[src/rtl/fp_result_collector_if.sv]
// Handshake bundle between the FP add/sub pipeline, the result collector and its consumer.
// res_flags exists only when FP_COLLECT_FLAGS_EN is defined.
interface fp_result_collector_if #(
  parameter int DEPTH = 8
);
  localparam int CW = $clog2(DEPTH) + 1;

  logic          issue_valid;
  logic          issue_ready;
  logic          semnF;
  logic [7:0]    ExpF;
  logic [22:0]   mantisaF;
  logic          res_valid;
  logic          res_ready;
  logic [31:0]   res_data;
`ifdef FP_COLLECT_FLAGS_EN
  logic [2:0]    res_flags;
`endif
  logic [CW-1:0] count;

`ifdef FP_COLLECT_FLAGS_EN
  modport master (
    output issue_valid, semnF, ExpF, mantisaF, res_ready,
    input  issue_ready, res_valid, res_data, res_flags, count
  );
  modport slave (
    input  issue_valid, semnF, ExpF, mantisaF, res_ready,
    output issue_ready, res_valid, res_data, res_flags, count
  );
`else
  modport master (
    output issue_valid, semnF, ExpF, mantisaF, res_ready,
    input  issue_ready, res_valid, res_data, count
  );
  modport slave (
    input  issue_valid, semnF, ExpF, mantisaF, res_ready,
    output issue_ready, res_valid, res_data, count
  );
`endif
endinterface

[src/rtl/fp_result_collector.sv]
// Tags issues into a free-running FP pipeline, captures results LAT edges later into a
// credit-protected FIFO. Define FP_COLLECT_FLAGS_EN to add {nan, inf, zero} flags per entry.
module fp_result_collector #(
  parameter int LAT   = 5,
  parameter int DEPTH = 8
) (
  input logic                  clk,
  input logic                  clear,
  fp_result_collector_if.slave bus
);
  localparam int AW = $clog2(DEPTH);
`ifdef FP_COLLECT_FLAGS_EN
  localparam int EW = 35;
`else
  localparam int EW = 32;
`endif

  logic [LAT-1:0] tag_reg;
  logic [LAT-1:0] tag_next;
  logic [AW-1:0]  wr_ptr_reg;
  logic [AW-1:0]  rd_ptr_reg;
  logic [AW-1:0]  rd_ptr_next;
  logic [AW:0]    count_reg;
  logic [EW-1:0]  head_reg;
  logic [EW-1:0]  entry;
  logic [EW-1:0]  mem [DEPTH];
  logic [31:0]    credit_used;
  logic           ready;
  logic           accept;
  logic           push;
  logic           pop;

  // Every set bit in the tag line is a result that will need a FIFO slot.
  always_comb begin
    credit_used = 32'(count_reg);
    for (int i = 0; i < LAT; i++) begin
      credit_used = credit_used + 32'(tag_reg[i]);
    end
  end

  assign ready       = credit_used < 32'(DEPTH);
  assign accept      = bus.issue_valid && ready;
  assign push        = tag_reg[LAT-1];
  assign pop         = (count_reg != '0) && bus.res_ready;
  assign rd_ptr_next = rd_ptr_reg + AW'(pop);

  generate
    if (LAT > 1) begin : g_shift
      assign tag_next = {tag_reg[LAT-2:0], accept};
    end else begin : g_single
      assign tag_next = accept;
    end
  endgenerate

`ifdef FP_COLLECT_FLAGS_EN
  logic flag_zero;
  logic flag_inf;
  logic flag_nan;
  assign flag_zero = (bus.ExpF == 8'd0)   && (bus.mantisaF == 23'd0);
  assign flag_inf  = (bus.ExpF == 8'd255) && (bus.mantisaF == 23'd0);
  assign flag_nan  = (bus.ExpF == 8'd255) && (bus.mantisaF != 23'd0);
  assign entry     = {flag_nan, flag_inf, flag_zero, bus.semnF, bus.ExpF, bus.mantisaF};
`else
  assign entry     = {bus.semnF, bus.ExpF, bus.mantisaF};
`endif

  always_ff @(posedge clk) begin
    if (push && !clear) begin
      mem[wr_ptr_reg] <= entry;
    end
  end

  always_ff @(posedge clk) begin
    if (clear) begin
      tag_reg    <= '0;
      wr_ptr_reg <= '0;
      rd_ptr_reg <= '0;
      count_reg  <= '0;
      head_reg   <= '0;
    end else begin
      tag_reg    <= tag_next;
      rd_ptr_reg <= rd_ptr_next;
      if (push) begin
        wr_ptr_reg <= wr_ptr_reg + 1'b1;
      end
      case ({push, pop})
        2'b10:   count_reg <= count_reg + 1'b1;
        2'b01:   count_reg <= count_reg - 1'b1;
        default: count_reg <= count_reg;
      endcase
      // The RAM read is registered, so a write landing on the new head must bypass it.
      if (push && (count_reg == (AW + 1)'(pop))) begin
        head_reg <= entry;
      end else begin
        head_reg <= mem[rd_ptr_next];
      end
    end
  end

  assign bus.issue_ready = ready;
  assign bus.res_valid   = (count_reg != '0);
  assign bus.res_data    = head_reg[31:0];
  assign bus.count       = count_reg;
`ifdef FP_COLLECT_FLAGS_EN
  assign bus.res_flags   = head_reg[34:32];
`endif
endmodule

[src/flat_wrapper.sv]
// flat-port wrapper written by rule: the top's interface ports become plain ports
module fp_result_collector_flat 
#(
  parameter int LAT   = 5,
  parameter int DEPTH = 8
)
  (clk, clear, bus_issue_valid, bus_semnF, bus_ExpF, bus_mantisaF, bus_res_ready, bus_issue_ready, bus_res_valid, bus_res_data, bus_count);
  fp_result_collector_if #(.DEPTH(DEPTH)) bus_i ();
  input logic clk;
  input logic clear;
  input wire logic [$bits(bus_i.issue_valid)-1:0] bus_issue_valid;
  input wire logic [$bits(bus_i.semnF)-1:0] bus_semnF;
  input wire logic [$bits(bus_i.ExpF)-1:0] bus_ExpF;
  input wire logic [$bits(bus_i.mantisaF)-1:0] bus_mantisaF;
  input wire logic [$bits(bus_i.res_ready)-1:0] bus_res_ready;
  output wire logic [$bits(bus_i.issue_ready)-1:0] bus_issue_ready;
  output wire logic [$bits(bus_i.res_valid)-1:0] bus_res_valid;
  output wire logic [$bits(bus_i.res_data)-1:0] bus_res_data;
  output wire logic [$bits(bus_i.count)-1:0] bus_count;
  assign bus_i.issue_valid = bus_issue_valid;
  assign bus_i.semnF = bus_semnF;
  assign bus_i.ExpF = bus_ExpF;
  assign bus_i.mantisaF = bus_mantisaF;
  assign bus_i.res_ready = bus_res_ready;
  assign bus_issue_ready = bus_i.issue_ready;
  assign bus_res_valid = bus_i.res_valid;
  assign bus_res_data = bus_i.res_data;
  assign bus_count = bus_i.count;
  fp_result_collector #(.LAT(LAT), .DEPTH(DEPTH)) u_core (.clk(clk), .clear(clear), .bus(bus_i));
endmodule
[config.mk]
export PLATFORM = sky130hd
export DESIGN_NAME = fp_result_collector_flat
export DESIGN_NICKNAME = d
export VERILOG_FILES = /design/src/rtl/fp_result_collector_if.sv /design/src/rtl/fp_result_collector.sv /design/src/flat_wrapper.sv
export SDC_FILE = /design/constraint.sdc
export NUM_CORES = 1
export LEC_CHECK = 0
export CORE_MARGIN = 3
export CORE_UTILIZATION = 55
export CTS_BUF_LIST = sky130_fd_sc_hd__clkbuf_16
export DETAILED_ROUTE_END_ITERATION = 8
export PLACE_DENSITY_LB_ADDON = 0.1
export SKIP_CTS_REPAIR_TIMING = 1
export SLEW_MARGIN = 30
export SYNTH_ARGS = -nofsm -noshare
export SYNTH_HDL_FRONTEND = slang
export SYNTH_SLANG_ARGS = --single-unit
export TNS_END_PERCENT = 100
[constraint.sdc]
create_clock -name clk -period 15.93 [get_ports clk]
set_input_delay 3.186 -clock clk [delete_from_list [all_inputs] [get_ports clk]]
set_output_delay 3.186 -clock clk [all_outputs]
set_load 0.01 [all_outputs]
**Word-level counts from Yosys, hierarchy flattened**

Memories as Yosys holds them, arrays and structs flattened.
Cells that the tools add are included.

- Add/subtract/negate cells: 9
- Shifts and indexed selects: 0
- Equality and inequality tests: 3
- Multiply operators: 0
- Bitwise operators: 0
- Div/mod/pow operators: 0
- Magnitude comparators: 1
- Reductions and logical operators: 7
- Muxes and demuxes: 4

Operators by type and width:

| operator | number |
|---|---|
| $add 32x1->32 | 4 |
| $lt 32x4->1 const B | 1 |
| $mux 32 | 1 |
| $pmux 4 s2 | 1 |
| $add 4x1->5 | 1 |
| $add 4x1->4 const B | 1 |
| $eq 4x1->1 | 1 |
| $logic_and 1x1->1 | 4 |
| $reduce_bool 4->1 | 1 |
| $sub 4x1->4 const B | 1 |
| $add 3x1->3 | 1 |
| $add 3x1->3 const B | 1 |
| $eq 2x1->1 const B | 1 |
| $eq 2x2->1 const B | 1 |
| $mux 1 | 2 |
| $reduce_bool 2->1 | 1 |
| $logic_not 1->1 | 1 |

- Output and inout bits: 38
- Memories kept: 1
- Flip-flop bits (word level): 47
- Bits in read-only memories: 0
- Bits in writable memories: 256
- Logic and storage cells: 30
- Latch bits: 0

Memory list:

| memory | depth | bits a word | read ports | clocked after Yosys merged registers in | write ports | RTL line | RTL |
|---|---|---|---|---|---|---|---|
| u_core.mem | 8 | 32 | 1 | 0 | 1 | fp_result_collector.sv:26 | `logic [EW-1:0] mem [DEPTH];` |

**Longest topological paths before layout**

- Word-level depth: 7
- Mapped depth: 11
- Depth with buffers taken out: 10

**Least setup slack after synthesis**

Ideal clock, no wire load.

- Kind: input-to-reg
- Start point: input port clear
- End point: memory u_core.mem[0][0] (enable)
- Path slack: 8.729 ns
- Buffers on the path: 2
- Library setup time: 0.501 ns
- Stages: 3
- Data arrival time: 6.700 ns
- Cells stage by stage: clkbuf_1 clkbuf_1 nor4_1

- Longest elaborated chain between the ends: 4

RTL lines:

| item | RTL line | RTL |
|---|---|---|
| start, declared | flat_wrapper.sv:10 | `input logic clear;` |
| $logic_not 1->1 | fp_result_collector.sv:68 | `if (push && !clear) begin` |
| $logic_and 1x1->1 | fp_result_collector.sv:68 |  |
| $mux 1 | fp_result_collector.sv:68 |  |
| $mux 1 (not written as such) | fp_result_collector.sv:69 | `mem[wr_ptr_reg] <= entry;` |
| end, declared | fp_result_collector.sv:26 |  |

No other way between the ends.

**Worst setup path after layout**

- Start point: register u_core.count_reg[0] (netlist: u_core.bus.count[0])
- End point: output port bus_issue_ready

- Longest elaborated chain between the ends: 6

RTL lines:

| item | RTL line | RTL |
|---|---|---|
| start, declared | fp_result_collector.sv:23 | `logic [AW:0] count_reg;` |
| start signal, assigned | fp_result_collector.sv:87 | `2'b10: count_reg <= count_reg + 1'b1;` |
| start signal, assigned | fp_result_collector.sv:88 | `2'b01: count_reg <= count_reg - 1'b1;` |
| start signal, assigned | fp_result_collector.sv:89 | `default: count_reg <= count_reg;` |
| $add 4x1->5 | fp_result_collector.sv:37 | `credit_used = credit_used + 32'(tag_reg[i]);` |
| $add 32x1->32 (4 in series) | fp_result_collector.sv:37 |  |
| $lt 32x4->1 | fp_result_collector.sv:41 | `assign ready = credit_used < 32'(DEPTH);` |
| end, declared | flat_wrapper.sv:16 | `output wire logic [$bits(bus_i.issue_ready)-1:0] bus_issue_ready;` |

No other way between the ends.

==> out/metrics.cfg <==
[drt]
drt_iter0_drc = 442
routed_wl_mm = 24.84
via_per_inst = 5.893
drc = 0
drtPass1Iterations = 8
vias = 6535
routedWlPerCell_um = 22.40
postRouteAntennaNets = 0

[logic_synthesis]
syn_area_um2 = 12110
synth_top_cell_by_area = edfxtp_1
synth_most_common_cell = edfxtp_1
synth.area.top_cells = edfxtp_1, dfxtp_1, mux4_2
ys_warn_count = 0
yosys.area.top_type_share_pct = 63.49
synth_ff_type = edfxtp_1
yosysUniqueCellTypes = 36
postSynthCellCount = 730
ys_seq_area_share_pct = 71.26
synth_edf_count = 256
synth-seq-cells = 303
syn_avg_cell_area_um2 = 16.59
syn_nets = 778
synth_commonest_cells = edfxtp_1, nand3b_1, nor2_1, dfxtp_1, nand2_1
async_reset_ff_share_pct = 0

[critical_path]
cp-startpoint = u_core.bus.count[0]
crit_type = reg2out
worst_r2r_endpoint = u_core.bus.res_data[12]
endpoint_kind = primary output
slowest_stage = clkdlybuf4s50_1
regToRegSetupSlack_ns = 12.02
required_ns = 12.74
crit_path_cell_trace = ha_1 > inv_1 > fa_1 > inv_1 > ha_1 > a21o_1 > a21oi_1 > a21oi_1 > nor2_1 > clkdlybuf4s50_1
critical_path_arrival_ns = 3.15
max_stage_delay_ns = 0.54
crit_path_end = bus_issue_ready
r2r-start = u_core.bus.count[3]
r2r_cells = 11
crit_path_max_fanout = 6
startpoint_type = register

[global_routing]
grt_pass1_wl_mm = 39.39
grt_pass1_vias = 6898
antenna_found_initial = 0
grt-ovfl-total = 0
grt_max_degree = 67
track_usage_pct = 21.17

[pwr]
clockPowerShare_pct = 42.9
power.leakage_nw = 4.782
sw_frac_of_total_pct = 19.65
peakVddDrop_v = 0.0001006
netSwitchingPower_w = 0.0003204
internal_power_w = 0.001310
combPwrFrac_pct = 3.9
power_density_nw_per_um2 = 114.9
pwr-share-seq_pct = 53.1

[timing]
rsz0062_at_grt = no
setup_tns_ns = 0
finClkSkew_ns = 0.008664
slew_viol_final = 0
fin_crit_ns = 6.338
timing.hold.ws_ns = 0.4687
tightest_slew_ns = 0.9896
slew_headroom_pct = 33.84
timing.final.crit_share_pct = 39.79
setup_viol = 0
setup_ws_ns = 9.592
fmax_mhz = 157.8
final_hold_viol_count = 0

[clocking]
clkTransAtPathRegs_ns = 0.06
ctsLongestPathBuffers = 3
cts_inserted_buffers = 31
cts.sinks = 303
htreeDepth = 1
cts_tree = yes
clockRootBuffer = clkbuf_16
clock_latency_ns = 0.55

[placement]
place_ws_ns = 9.160
io_buffers = 73
gp_congestion = 0.7302
hpwl_mm = 13.31

[die]
num_rows = 53
fp.dieArea_um2 = 23830
die_w_um = 154.4
core_um2 = 21350
start_util_pct = 56.70
die_h_um = 154.4
ios = 74

[run]
cap_violations = 0

[layout]
drive_gt1_share_pct = 16.67
fin_nets = 857
area_growth_pct = 17.26
diodes = 0
largest_reg_flops = 256

[worst_hold_path]
hold_path.class = reg2reg

[outcome]
status = finished, final reports clean

==> cell usage in the layout, fill, tap and decap left out, drive strengths merged, types with 2 or more instances in the layout <==
master,count
edfxtp,256
clkdlybuf4s50,72
nand3b,65
nor2,56
dfxtp,47
nand2,38
mux2i,34
mux2,33
mux4,32
o31ai,32
a211oi,32
clkbuf,31
inv,24
buf,23
ha,10
clkinv,9
a21oi,5
nor2b,4
bufinv,4
nand2b,3
xor2,3
clkinvlp,3
nor4,3
a21o,2
o21ai,2
fa,2
xnor2,2
==> cell type report <==
cell class,count,area (um^2)
repair buffers,95,920.9
fillers,1502,7156
multi-input cells,365,3253
well taps,275,344.1
clock inverters,27,226.5
flip-flops and latches,303,8628
inverters,13,48.80
clock buffers,31,775.7
==> worst min-delay path by stage <==
stage / from / end / slack (ns) / cells past startpoint
after floorplan: u_core.tag_reg[3] / u_core.tag_reg[4] / 0.44 / 2
after global placement: u_core.tag_reg[2] / u_core.tag_reg[3] / 0.45 / 1
after detailed placement: u_core.tag_reg[3] / u_core.tag_reg[4] / 0.46 / 2
after CTS: u_core.tag_reg[0] / u_core.tag_reg[1] / 0.47 / 1
after global routing: u_core.tag_reg[0] / u_core.tag_reg[1] / 0.48 / 1
final: u_core.tag_reg[0] / u_core.tag_reg[1] / 0.47 / 1
==> power groups by stage <==
stage / Combinational [W] / Clock, W / Sequential (W)
after global routing: 0.0000697 / 0.000748 / 0.000867
after floorplan: 0.0000273 / 0 / 0.000885
after detailed placement: 0.0000644 / 0 / 0.000883
after global placement: 0.0000612 / 0 / 0.000883
after CTS: 0.0000648 / 0.000713 / 0.000867
final: 0.0000639 / 0.000700 / 0.000867
==> routing by layer <==
metal	up-vias	track usage (%)	part of all wire (%)
met5	-	0	0
met3	31	3.218	4.4
met1	3358	29.27	44
li1	2984	-	-
met4	0	5.088	1.7
met2	162	35.96	50
==> cell families after synthesis <==
group,count (synthesis),share of synthesized area (%)
buffers and inverters,62,2.604
AOI/OAI and AO/OA,75,4.660
xor gates and xnor gates,5,0.5168
muxes,99,11.83
adders and majority gates,12,1.364
and+or+nand+nor,174,7.761
DFF,303,71.26
==> worst max-delay path: cells and delay by family (launching register included) <==
| kind | cells | cell delay [ns] |
|---|---|---|
| adders and majority gates | 3 | 1.05 |
| AOI/OAI and AO/OA | 3 | 0.43 |
| DFF | 1 | 0.38 |
| buffers and inverters | 3 | 0.63 |
| and+or+nand+nor | 1 | 0.11 |
==> through the flow <==
step | instances | total power (W) | utilization (%) | cell area [um^2]
floorplan | 730 | 0.0009125 | - | 12110
global placement | 1047 | 0.0009446 | 61.51 | 13140
detailed placement | 1050 | 0.0009477 | 61.73 | 13180
CTS | 1108 | 0.001644 | 66.42 | 14180
global route | 1109 | 0.001684 | 66.49 | 14200
finish | 1109 | 0.001631 | 66.49 | 14200
(Power assumes the default switching activity.)
